[src/rtl/sb_rmw_unit.sv]
// Store unit for a word-wide data memory.
// Store-word goes straight to a single write cycle. Store-byte reads the word
// first, waits RD_LAT cycles for the read data, replaces one byte lane and
// writes the merged word back. All memory-side outputs come from flops.
//
// Handshake: req is a strobe that is sampled only while the unit is idle
// (busy=0). The operands sb/sw/addr/busB are captured on that same edge and
// ignored afterwards. done pulses for one cycle after the write, and a new req
// may be presented in that cycle.
module sb_rmw_unit #(
  parameter int RD_LAT = 1
) (
  input  logic        clk,
  input  logic        rst_n,
  input  logic        req,
  input  logic        sb,
  input  logic        sw,
  input  logic [31:0] addr,
  input  logic [31:0] busB,
  input  logic [31:0] dm_rdata,
  output logic [31:0] dm_addr,
  output logic        dm_re,
  output logic        dm_we,
  output logic [31:0] dm_wdata,
  output logic        busy,
  output logic        done,
  output logic [1:0]  dbg_state_o
);

  typedef enum logic [1:0] {
    IDLE = 2'd0,
    RD   = 2'd1,
    WR   = 2'd2
  } state_e;

  // Counter value in the final read cycle.
  localparam logic [2:0] LAST_RD = 3'(RD_LAT - 1);

  state_e      state_q, state_d;
  logic [2:0]  cnt_q, cnt_d;
  logic [1:0]  lane_q, lane_d;
  logic [7:0]  byte_q, byte_d;
  logic [31:0] addr_q, addr_d;
  logic [31:0] wdata_q, wdata_d;
  logic        re_q, re_d;
  logic        we_q, we_d;
  logic        busy_q, busy_d;
  logic        done_q, done_d;
  logic [31:0] merged;

  // Byte-lane merge of the captured store byte into the word read back.
  always_comb begin
    merged = dm_rdata;
    case (lane_q)
      2'd0:    merged[7:0]   = byte_q;
      2'd1:    merged[15:8]  = byte_q;
      2'd2:    merged[23:16] = byte_q;
      default: merged[31:24] = byte_q;
    endcase
  end

  // Next-state and next-output logic; strobes default low, captured data holds.
  always_comb begin
    state_d = state_q;
    cnt_d   = cnt_q;
    lane_d  = lane_q;
    byte_d  = byte_q;
    addr_d  = addr_q;
    wdata_d = wdata_q;
    re_d    = 1'b0;
    we_d    = 1'b0;
    done_d  = 1'b0;
    case (state_q)
      IDLE: begin
        if (req && sw) begin
          // sw wins when both qualifiers are set.
          addr_d  = {addr[31:2], 2'b00};
          wdata_d = busB;
          we_d    = 1'b1;
          state_d = WR;
        end else if (req && sb) begin
          addr_d  = {addr[31:2], 2'b00};
          lane_d  = addr[1:0];
          byte_d  = busB[7:0];
          cnt_d   = 3'd0;
          re_d    = 1'b1;
          state_d = RD;
        end
      end
      RD: begin
        if (cnt_q == LAST_RD) begin
          wdata_d = merged;
          we_d    = 1'b1;
          state_d = WR;
        end else begin
          cnt_d = cnt_q + 3'd1;
          re_d  = 1'b1;
        end
      end
      WR: begin
        done_d  = 1'b1;
        state_d = IDLE;
      end
      default: state_d = IDLE;
    endcase
    busy_d = (state_d != IDLE);
  end

  // State and output registers; reset clears everything at once.
  always_ff @(posedge clk or negedge rst_n) begin
    if (!rst_n) begin
      state_q <= IDLE;
      cnt_q   <= 3'd0;
      lane_q  <= 2'd0;
      byte_q  <= 8'd0;
      addr_q  <= 32'd0;
      wdata_q <= 32'd0;
      re_q    <= 1'b0;
      we_q    <= 1'b0;
      busy_q  <= 1'b0;
      done_q  <= 1'b0;
    end else begin
      state_q <= state_d;
      cnt_q   <= cnt_d;
      lane_q  <= lane_d;
      byte_q  <= byte_d;
      addr_q  <= addr_d;
      wdata_q <= wdata_d;
      re_q    <= re_d;
      we_q    <= we_d;
      busy_q  <= busy_d;
      done_q  <= done_d;
    end
  end

  assign dm_addr     = addr_q;
  assign dm_wdata    = wdata_q;
  assign dm_re       = re_q;
  assign dm_we       = we_q;
  assign busy        = busy_q;
  assign done        = done_q;
  assign dbg_state_o = state_q;

endmodule

[config.mk]
export PLATFORM = sky130hd
export DESIGN_NAME = sb_rmw_unit
export DESIGN_NICKNAME = d
export VERILOG_FILES = /design/src/rtl/sb_rmw_unit.sv
export SDC_FILE = /design/constraint.sdc
export NUM_CORES = 1
export LEC_CHECK = 0
export BUFFER_PORTS_ARGS = -buffer_cell sky130_fd_sc_hd__buf_2
export CORE_ASPECT_RATIO = 0.75
export CORE_MARGIN = 1
export CORE_UTILIZATION = 50
export CTS_CLUSTER_DIAMETER = 200
export DETAILED_ROUTE_END_ITERATION = 12
export GPL_ROUTABILITY_DRIVEN = 0
export GPL_TIMING_DRIVEN = 0
export PLACE_DENSITY_LB_ADDON = 0.08
export SLEW_MARGIN = 25
export SYNTH_ARGS = -nofsm -noshare
export SYNTH_HDL_FRONTEND = slang
export SYNTH_SLANG_ARGS = --single-unit
export TNS_END_PERCENT = 20
[constraint.sdc]
create_clock -name clk -period 3.8 [get_ports clk]
set_clock_uncertainty 0.2 [all_clocks]
set_input_delay 0.38 -clock clk [delete_from_list [all_inputs] [get_ports clk]]
set_output_delay 0.38 -clock clk [all_outputs]
set_load 0.02 [all_outputs]
==> results by group, run 1 <==
Global route
  • Largest net degree at the start of global routing: approximately 50
  • Grt met2 use: 0.4280
  • Number of global-route vias before repair: roughly 3300
  • All-Layer GR Usage: 0.2720
  • Total global routing overflow: 0
  • Initial antenna violation count: 0
  • Met3 usage: 0.07641
  • M1 GR Usage: 0.3768
  • Gr busiest metal: met2
  • First-pass GRT wire length: around 17000 um

Die
  • Initial Utilization: 0.5247
  • DIE HEIGHT: approximately 80 um
  • I/O pin cnt: around 170
  • Die width: 104.2 um
  • Rows: 27
  • Core area: 0.007466 sq mm
  • Die ar.: 0.008197 sq mm

Setup path
  • WP data required: 3.83 ns
  • WP data arrival: ~2.2 ns
  • Worst setup EP type: flop
  • Worst setup SP type: flop
  • WS Path Type: flop to flop
  • Critical-path maximum fanout: 10

Power
  • Gate power share: 0.436
  • P per Cell Area: ~740 mW/mm^2
  • NetSw: 1.531 mW
  • Overall Power: 3.796 mW
  • Clock Power Share: 0.185
  • Sw Share: 0.4034
  • Sequential Power Share: 0.380
  • Pint: 2.264 mW
  • Max VDD drop: around 0.00035 V
  • Leakage power total: 2.579 nW

Timing
  • Final setup fails: 0
  • Hold Vio Cnt, Final: 0
  • Slew Viols, Final: 0
  • Sum of negative setup slack: 0 ns
  • Slew @ Worst Pin: approximately 0.62 ns
  • RSZ-0062 raised after global routing: false
  • Slew headroom: 0.5892
  • Maximum clock frequency: ~450 MHz
  • Period utilization: 0.5837
  • Tmin final: between 2 and 2.5 ns

CTS
  • Clock tree sinks: a little over 80
  • Total CTS buffers: 9
  • Clock Path Buffers: 2
  • Clk_lat worst skew: 0.36 ns
  • Clock Tree Root: clkbuf_8
  • Clock slew seen by the registers of the worst setup and hold paths: roughly 0.080 ns
  • Post-CTS resize count: 0
  • TritonCTS clock tree: yes
  • Htree depth: 3

Drt
  • Antenna Violating Nets Remaining: 0
  • Via/cell ratio: between 5 and 6
  • Via Count: around 3500
  • # DRC: 0
  • First-pass DRT Iterations: 4
  • Drt wl/cell: about 17 um
  • DRT iter0 DRCs: ~180
  • Total wire length: around 11000 um

Place
  • Area after DPL: about 0.005 sq mm
  • PortBufs: around 170
  • Final HPWL DP: approximately 8000 um

Synthesis
  • Post-Synthesis Cells: 353
  • Count leader, synth: dfrtp_1
  • Post-synthesis area per instance: 11.10 sq um
  • Top cells by count, synth: dfrtp_1, nor2_1
  • Seq/Total Area, Yosys: 0.5174
  • Top cells by area, synth: dfrtp_1, mux2_2, a211oi_1, o31ai_1, nand3_1
  • Post-synth top area share: 0.5174
  • Leading area contributor after synthesis: dfrtp_1
  • Yosys reg bits: 81
  • YS warnings: 0
  • Synth Flop Type: dfrtp_1
  • Distinct cells, synth: 34
  • Cell Area, Synth: between 0.003 and 0.004 sq mm
  • Number of synthesized flops with an enable pin: 0
  • Ys async rst share: 1.000

Outcome
  • Status: finished, final reports clean

Final layout
  • Nets: between 600 and 700
  • Layout cells sized above 1: 0.4389
  • Syn-to-layout area delta: 31.27%
  • Ant diodes: 0
  • Area of all placed cells without fillers: a little over 0.005 sq mm

Hold path
  • Hold WC Path Type: input port to flop

Flow run
  • Max-cap violations: 0
==> per-layer routing <==
layer	share of wire	wire length [um]
met1	0.46	4876
met2	0.45	4776
met3	0.081	862
met4	0.0090	95
met5	0	0
==> critical path, stage by stage, from the launching register on <==
cell       delay (ns)
dfrtp_1          0.37
inv_1            0.06
ha_1             0.22
nand4bb_1        0.10
clkbuf_1         0.23
and2_1           0.16
clkbuf_1         0.32
buf_2            0.32
o31ai_1          0.12
==> worst paths after layout <==
kind / start / to / slack [ns] / cells after the start
min in group asynchronous: rst_n / dm_wdata[26] / 0.38 / 2
min reg2reg: dm_wdata[23] / dm_wdata[23] / 0.31 / 2
max in group asynchronous: rst_n / dm_wdata[16] / 2.40 / 3
max: cnt_q[0] / dm_wdata[8] / 1.58 / 8
min: addr[1] / lane_q[1] / 0.06 / 2
max reg2reg: cnt_q[0] / dm_wdata[8] / 1.58 / 8
==> flip-flops by register name, indices dropped and copies added, names as in the netlist <==
signal       cells
dbg_state_o      2
dm_wdata        32
dm_we            1
done             1
lane_q           2
byte_q           8
dm_re            1
busy             1
dm_addr         30
cnt_q            3
==> repair_timing <==
| item | 4_1_cts | 5_1_grt |
|---|---|---|
| hold buffers | 1 | 0 |
| setup buffers | 0 | 0 |
| endpoints found under the hold margin | 47 | 0 |
==> metrics by stage <==
step / instances / hold WS, ns / utilization / setup slack [ns]
6_report: 641 / 0.06039 / 0.6888 / 1.582
3_3_place_gp: 623 / 0.2772 / 0.6548 / 1.508
5_1_grt: 641 / 0.04543 / 0.6888 / 1.375
3_5_place_dp: 624 / 0.2335 / 0.6578 / 1.626
4_1_cts: 641 / 0.04398 / 0.6888 / 1.619
2_1_floorplan: 354 / -0.1156 / - / 1.768
==> cells by family (layout without fill, tap and decap cells) <==
group / count (synthesis) / in the layout / share of synthesized area
simple gates: 107 / 107 / 0.1527
compound gates: 80 / 80 / 0.1527
mux: 40 / 40 / 0.1226
flops: 81 / 81 / 0.5174
fa+ha+maj: 2 / 2 / 0.006387
other cells: 1 / 2 / 0.0009572
buf+inv: 42 / 228 / 0.04727
==> layout make-up <==
type / instances / area (sq um)
inverters: 6 / 22.52
clock buffers: 12 / 145.1
repair buffers: 170 / 873.3
fillers: 627 / 2323
plain buffers: 36 / 162.7
multi-input cells: 231 / 1709
well taps: 101 / 126.4
flip-flops and latches: 81 / 2027
clock inverters: 4 / 76.32
==> layout by cell type, fill, tap and decap left out, types with 2 or more instances in the layout <==
| cell | count |
|---|---|
| nand2b_1 | 3 |
| o21ai_0 | 2 |
| bufinv_16 | 2 |
| mux2_2 | 32 |
| mux2_4 | 8 |
| buf_1 | 2 |
| conb_1 | 2 |
| nor2b_1 | 2 |
| nand3_1 | 32 |
| o21a_1 | 9 |
| dfrtp_1 | 81 |
| a211oi_1 | 32 |
| nand4bb_1 | 2 |
| and3_1 | 8 |
| clkbuf_1 | 25 |
| ha_1 | 2 |
| inv_1 | 6 |
| and3b_1 | 16 |
| buf_4 | 4 |
| buf_2 | 174 |
| o31ai_1 | 32 |
| nor2_1 | 36 |
| o32ai_1 | 2 |
| clkbuf_8 | 10 |
==> power groups by stage <==
stage / Clock [mW] / Combinational (mW) / Sequential, mW
global placement: 0 / 1.62 / 1.44
floorplan: 0 / 0.704 / 1.79
global route: 0.747 / 1.79 / 1.49
detailed placement: 0 / 1.65 / 1.45
CTS: 0.712 / 1.66 / 1.44
finish: 0.700 / 1.65 / 1.44
(Power assumes the default switching activity.)
==> inputs of run 2 (changes only) <==
--- a/config.mk
+++ b/config.mk
@@ -8,7 +8,7 @@
 export BUFFER_PORTS_ARGS = -buffer_cell sky130_fd_sc_hd__buf_2
 export CORE_ASPECT_RATIO = 0.75
 export CORE_MARGIN = 1
-export CORE_UTILIZATION = 50
+export CORE_UTILIZATION = 43
 export CTS_CLUSTER_DIAMETER = 200
 export DETAILED_ROUTE_END_ITERATION = 12
 export GPL_ROUTABILITY_DRIVEN = 0
==> constraint.sdc (replaced) <==
create_clock -name clk -period 2 [get_ports clk]
set_clock_uncertainty 0.2 [all_clocks]
set_input_delay 0.2 -clock clk [delete_from_list [all_inputs] [get_ports clk]]
set_output_delay 0.2 -clock clk [all_outputs]
set_load 0.02 [all_outputs]
==> run 2 against run 1 <==
The flow now finishes with violations (DRC, setup timing); clock-buffer cell count stayed put; global-route usage is 0.89 points lower; clock power is 140% higher; core utilization hardly changed.
==> results by group, run 2 (synthesized netlist as in run 1, its figures left out) <==
Drt
  • Total wire length: about 12000 um
  • Antenna Violating Nets Remaining: 0
  • Via Count: between 3000 and 4000
  • Via/cell ratio: approximately 5.3
  • Drt wl/cell: 16.94 um
  • DRT iter0 DRCs: a little over 200
  • First-pass DRT Iterations: 9
  • # DRC: 10

Setup path
  • WS Path Type: flop to flop
  • R2r endpoint: dm_addr[13]
  • CP bufs+invs: 1
  • Worst path cell trace: or3b_4 > nor2_1 > buf_2 > mux2_2
  • WP data required: between 2 and 2.5 ns
  • Slowest cell on crit path: dfrtp_2
  • Worst R2R Path Depth: 4
  • Top cell family by delay on the critical path: simple AND/OR/NAND/NOR gates
  • R2R Path Start: dbg_state_o[1]
  • Largest stage delay, worst path: approximately 0.44 ns
  • Worst setup SP type: flop
  • WP data arrival: roughly 2.0 ns
  • Worst setup EP type: flop
  • R2R setup slack: -0.03 ns
  • Critical-path maximum fanout: 10

Final layout
  • Area of all placed cells without fillers: around 0.0059 sq mm
  • Layout cells sized above 1: 0.4255
  • Post-Layout Cell Count: slightly above 700
  • Syn-to-layout area delta: 51.80%
  • Ant diodes: 0
  • Max FFs per register: 32
  • Commonest non-fill, non-tap cell in the layout: buf_2
  • Commonest non-fill, non-tap cells in the layout: buf_2, dfrtp_1, dlygate4sd3_1, nor2_1
  • Final core occ: 0.6886
  • Nets: around 700

Die
  • Die ar.: 0.009500 sq mm
  • Die width: between 100 and 150 um
  • Initial Utilization: 0.4536
  • I/O pin cnt: about 170
  • Core area: 0.008636 sq mm
  • DIE HEIGHT: around 85 um
  • Rows: 29

Global route
  • All-Layer GR Usage: 0.2631
  • Largest net degree at the start of global routing: 53
  • First-pass GRT wire length: roughly 19000 um
  • Total global routing overflow: 0
  • Initial antenna violation count: 0
  • Number of global-route vias before repair: approximately 3800

Timing
  • Sum of negative setup slack: -0.2380 ns
  • Slew @ Worst Pin: approximately 0.59 ns
  • Maximum clock frequency: a little under 500 MHz
  • Final setup fails: 25
  • Slack of the critical path: -0.02557 ns
  • Hold Vio Cnt, Final: 0
  • Slew Viols, Final: 0
  • Slew headroom: 0.6074
  • Tmin final: about 2.0 ns
  • RSZ-0062 raised after global routing: true
  • Period utilization: 1.013

Power
  • Sequential Power Share: 0.360
  • Leakage power total: a little under 3 nW
  • P per Cell Area: ~1300 mW/mm^2
  • Sw Share: 0.3926
  • Gate power share: 0.422
  • NetSw: roughly 3.0 mW
  • Max VDD drop: between 0.0008 and 0.0009 V
  • Pint: roughly 4.7 mW
  • Clock Power Share: 0.218

CTS
  • Total CTS buffers: 9
  • Clock Tree Root: clkbuf_16
  • Clock Path Buffers: 2
  • Htree depth: 3
  • Clock slew seen by the registers of the worst setup and hold paths: approximately 0.06 ns
  • Clk_lat worst skew: about 0.33 ns
  • TritonCTS clock tree: yes
  • Clock tree sinks: 81

Outcome
  • Status: finished, violations left
  • Failing checks: DRC, setup timing

Place
  • PortBufs: ~170
  • Placed instance count: 631
  • Final HPWL DP: 8279 um
  • Area after DPL: roughly 0.0049 sq mm

Hold path
  • Hold path start: busB[18]
  • Worst Hold End: dm_wdata[18]
  • Hold WC Path Type: input port to flop
  • Hold Path Depth: 3

Flow run
  • Max-cap violations: 0
## run 2: worst max path at each step
stage	startpoint	to	slack (ns)	depth (start not counted)
4_1_cts	dbg_state_o[1]	dm_addr[25]	-0.02	4
3_3_place_gp	rst_n	dbg_state_o[1]	-0.30	1
5_1_grt	dbg_state_o[1]	dm_addr[23]	-0.1	4
2_1_floorplan	dbg_state_o[1]	byte_q[0]	0.004	4
3_5_place_dp	cnt_q[0]	dm_wdata[10]	-0.17	8
6_report	dbg_state_o[1]	dm_addr[13]	-0.03	4
## run 2: what timing repair did
action,in CTS,in global routing
buffers inserted,3,0
endpoints found under the hold margin,103,0
setup endpoints to repair,68,64
hold buffers,67,0
resized for setup,6,22
## run 2: metrics by stage
step	hold WS, ns	power, mW	setup WS, ns
final	0.01823	7.768	-0.02557
after global routing	0.03126	8.208	-0.09900
after global placement	0.2319	5.830	-0.2952
after CTS	0.004431	7.774	-0.01981
after detailed placement	-0.03546	5.918	-0.1748
after floorplan	-0.2956	4.748	0.003503
## run 2: layer usage
metal  global-route usage  vias up  share of wire
li1                     -     1788              -
met1               0.3576     1822           0.46
met2               0.4241      149           0.46
met3              0.07148        8          0.073
met4              0.05576        0         0.0063
met5                    0        -              0
## run 2: power groups by stage
stage                     logic (mW)  registers (mW)  clock network (mW)
after floorplan                 1.34            3.41                   0
after global placement          3.08            2.75                   0
after detailed placement        3.14            2.78                   0
after CTS                       3.29            2.75                1.73
after global routing            3.53            2.89                1.79
final                           3.27            2.80                1.69
## run 2: final cells by class
cell class	count	area [sq um]
multi-input cells	231	1738
repair buffers	239	1560
plain buffers	31	153.9
flip-flops and latches	81	2029
fillers	712	2689
inverters	6	22.52
clock buffers	12	256.5
clock inverters	4	51.30
well taps	108	135.1
## run 2: worst reg2reg max path, cell delays in order (launching register included)
cell and delay (ns):
dfrtp_2 0.44, or3b_4 0.43, nor2_1 0.18, buf_2 0.28, mux2_2 0.38
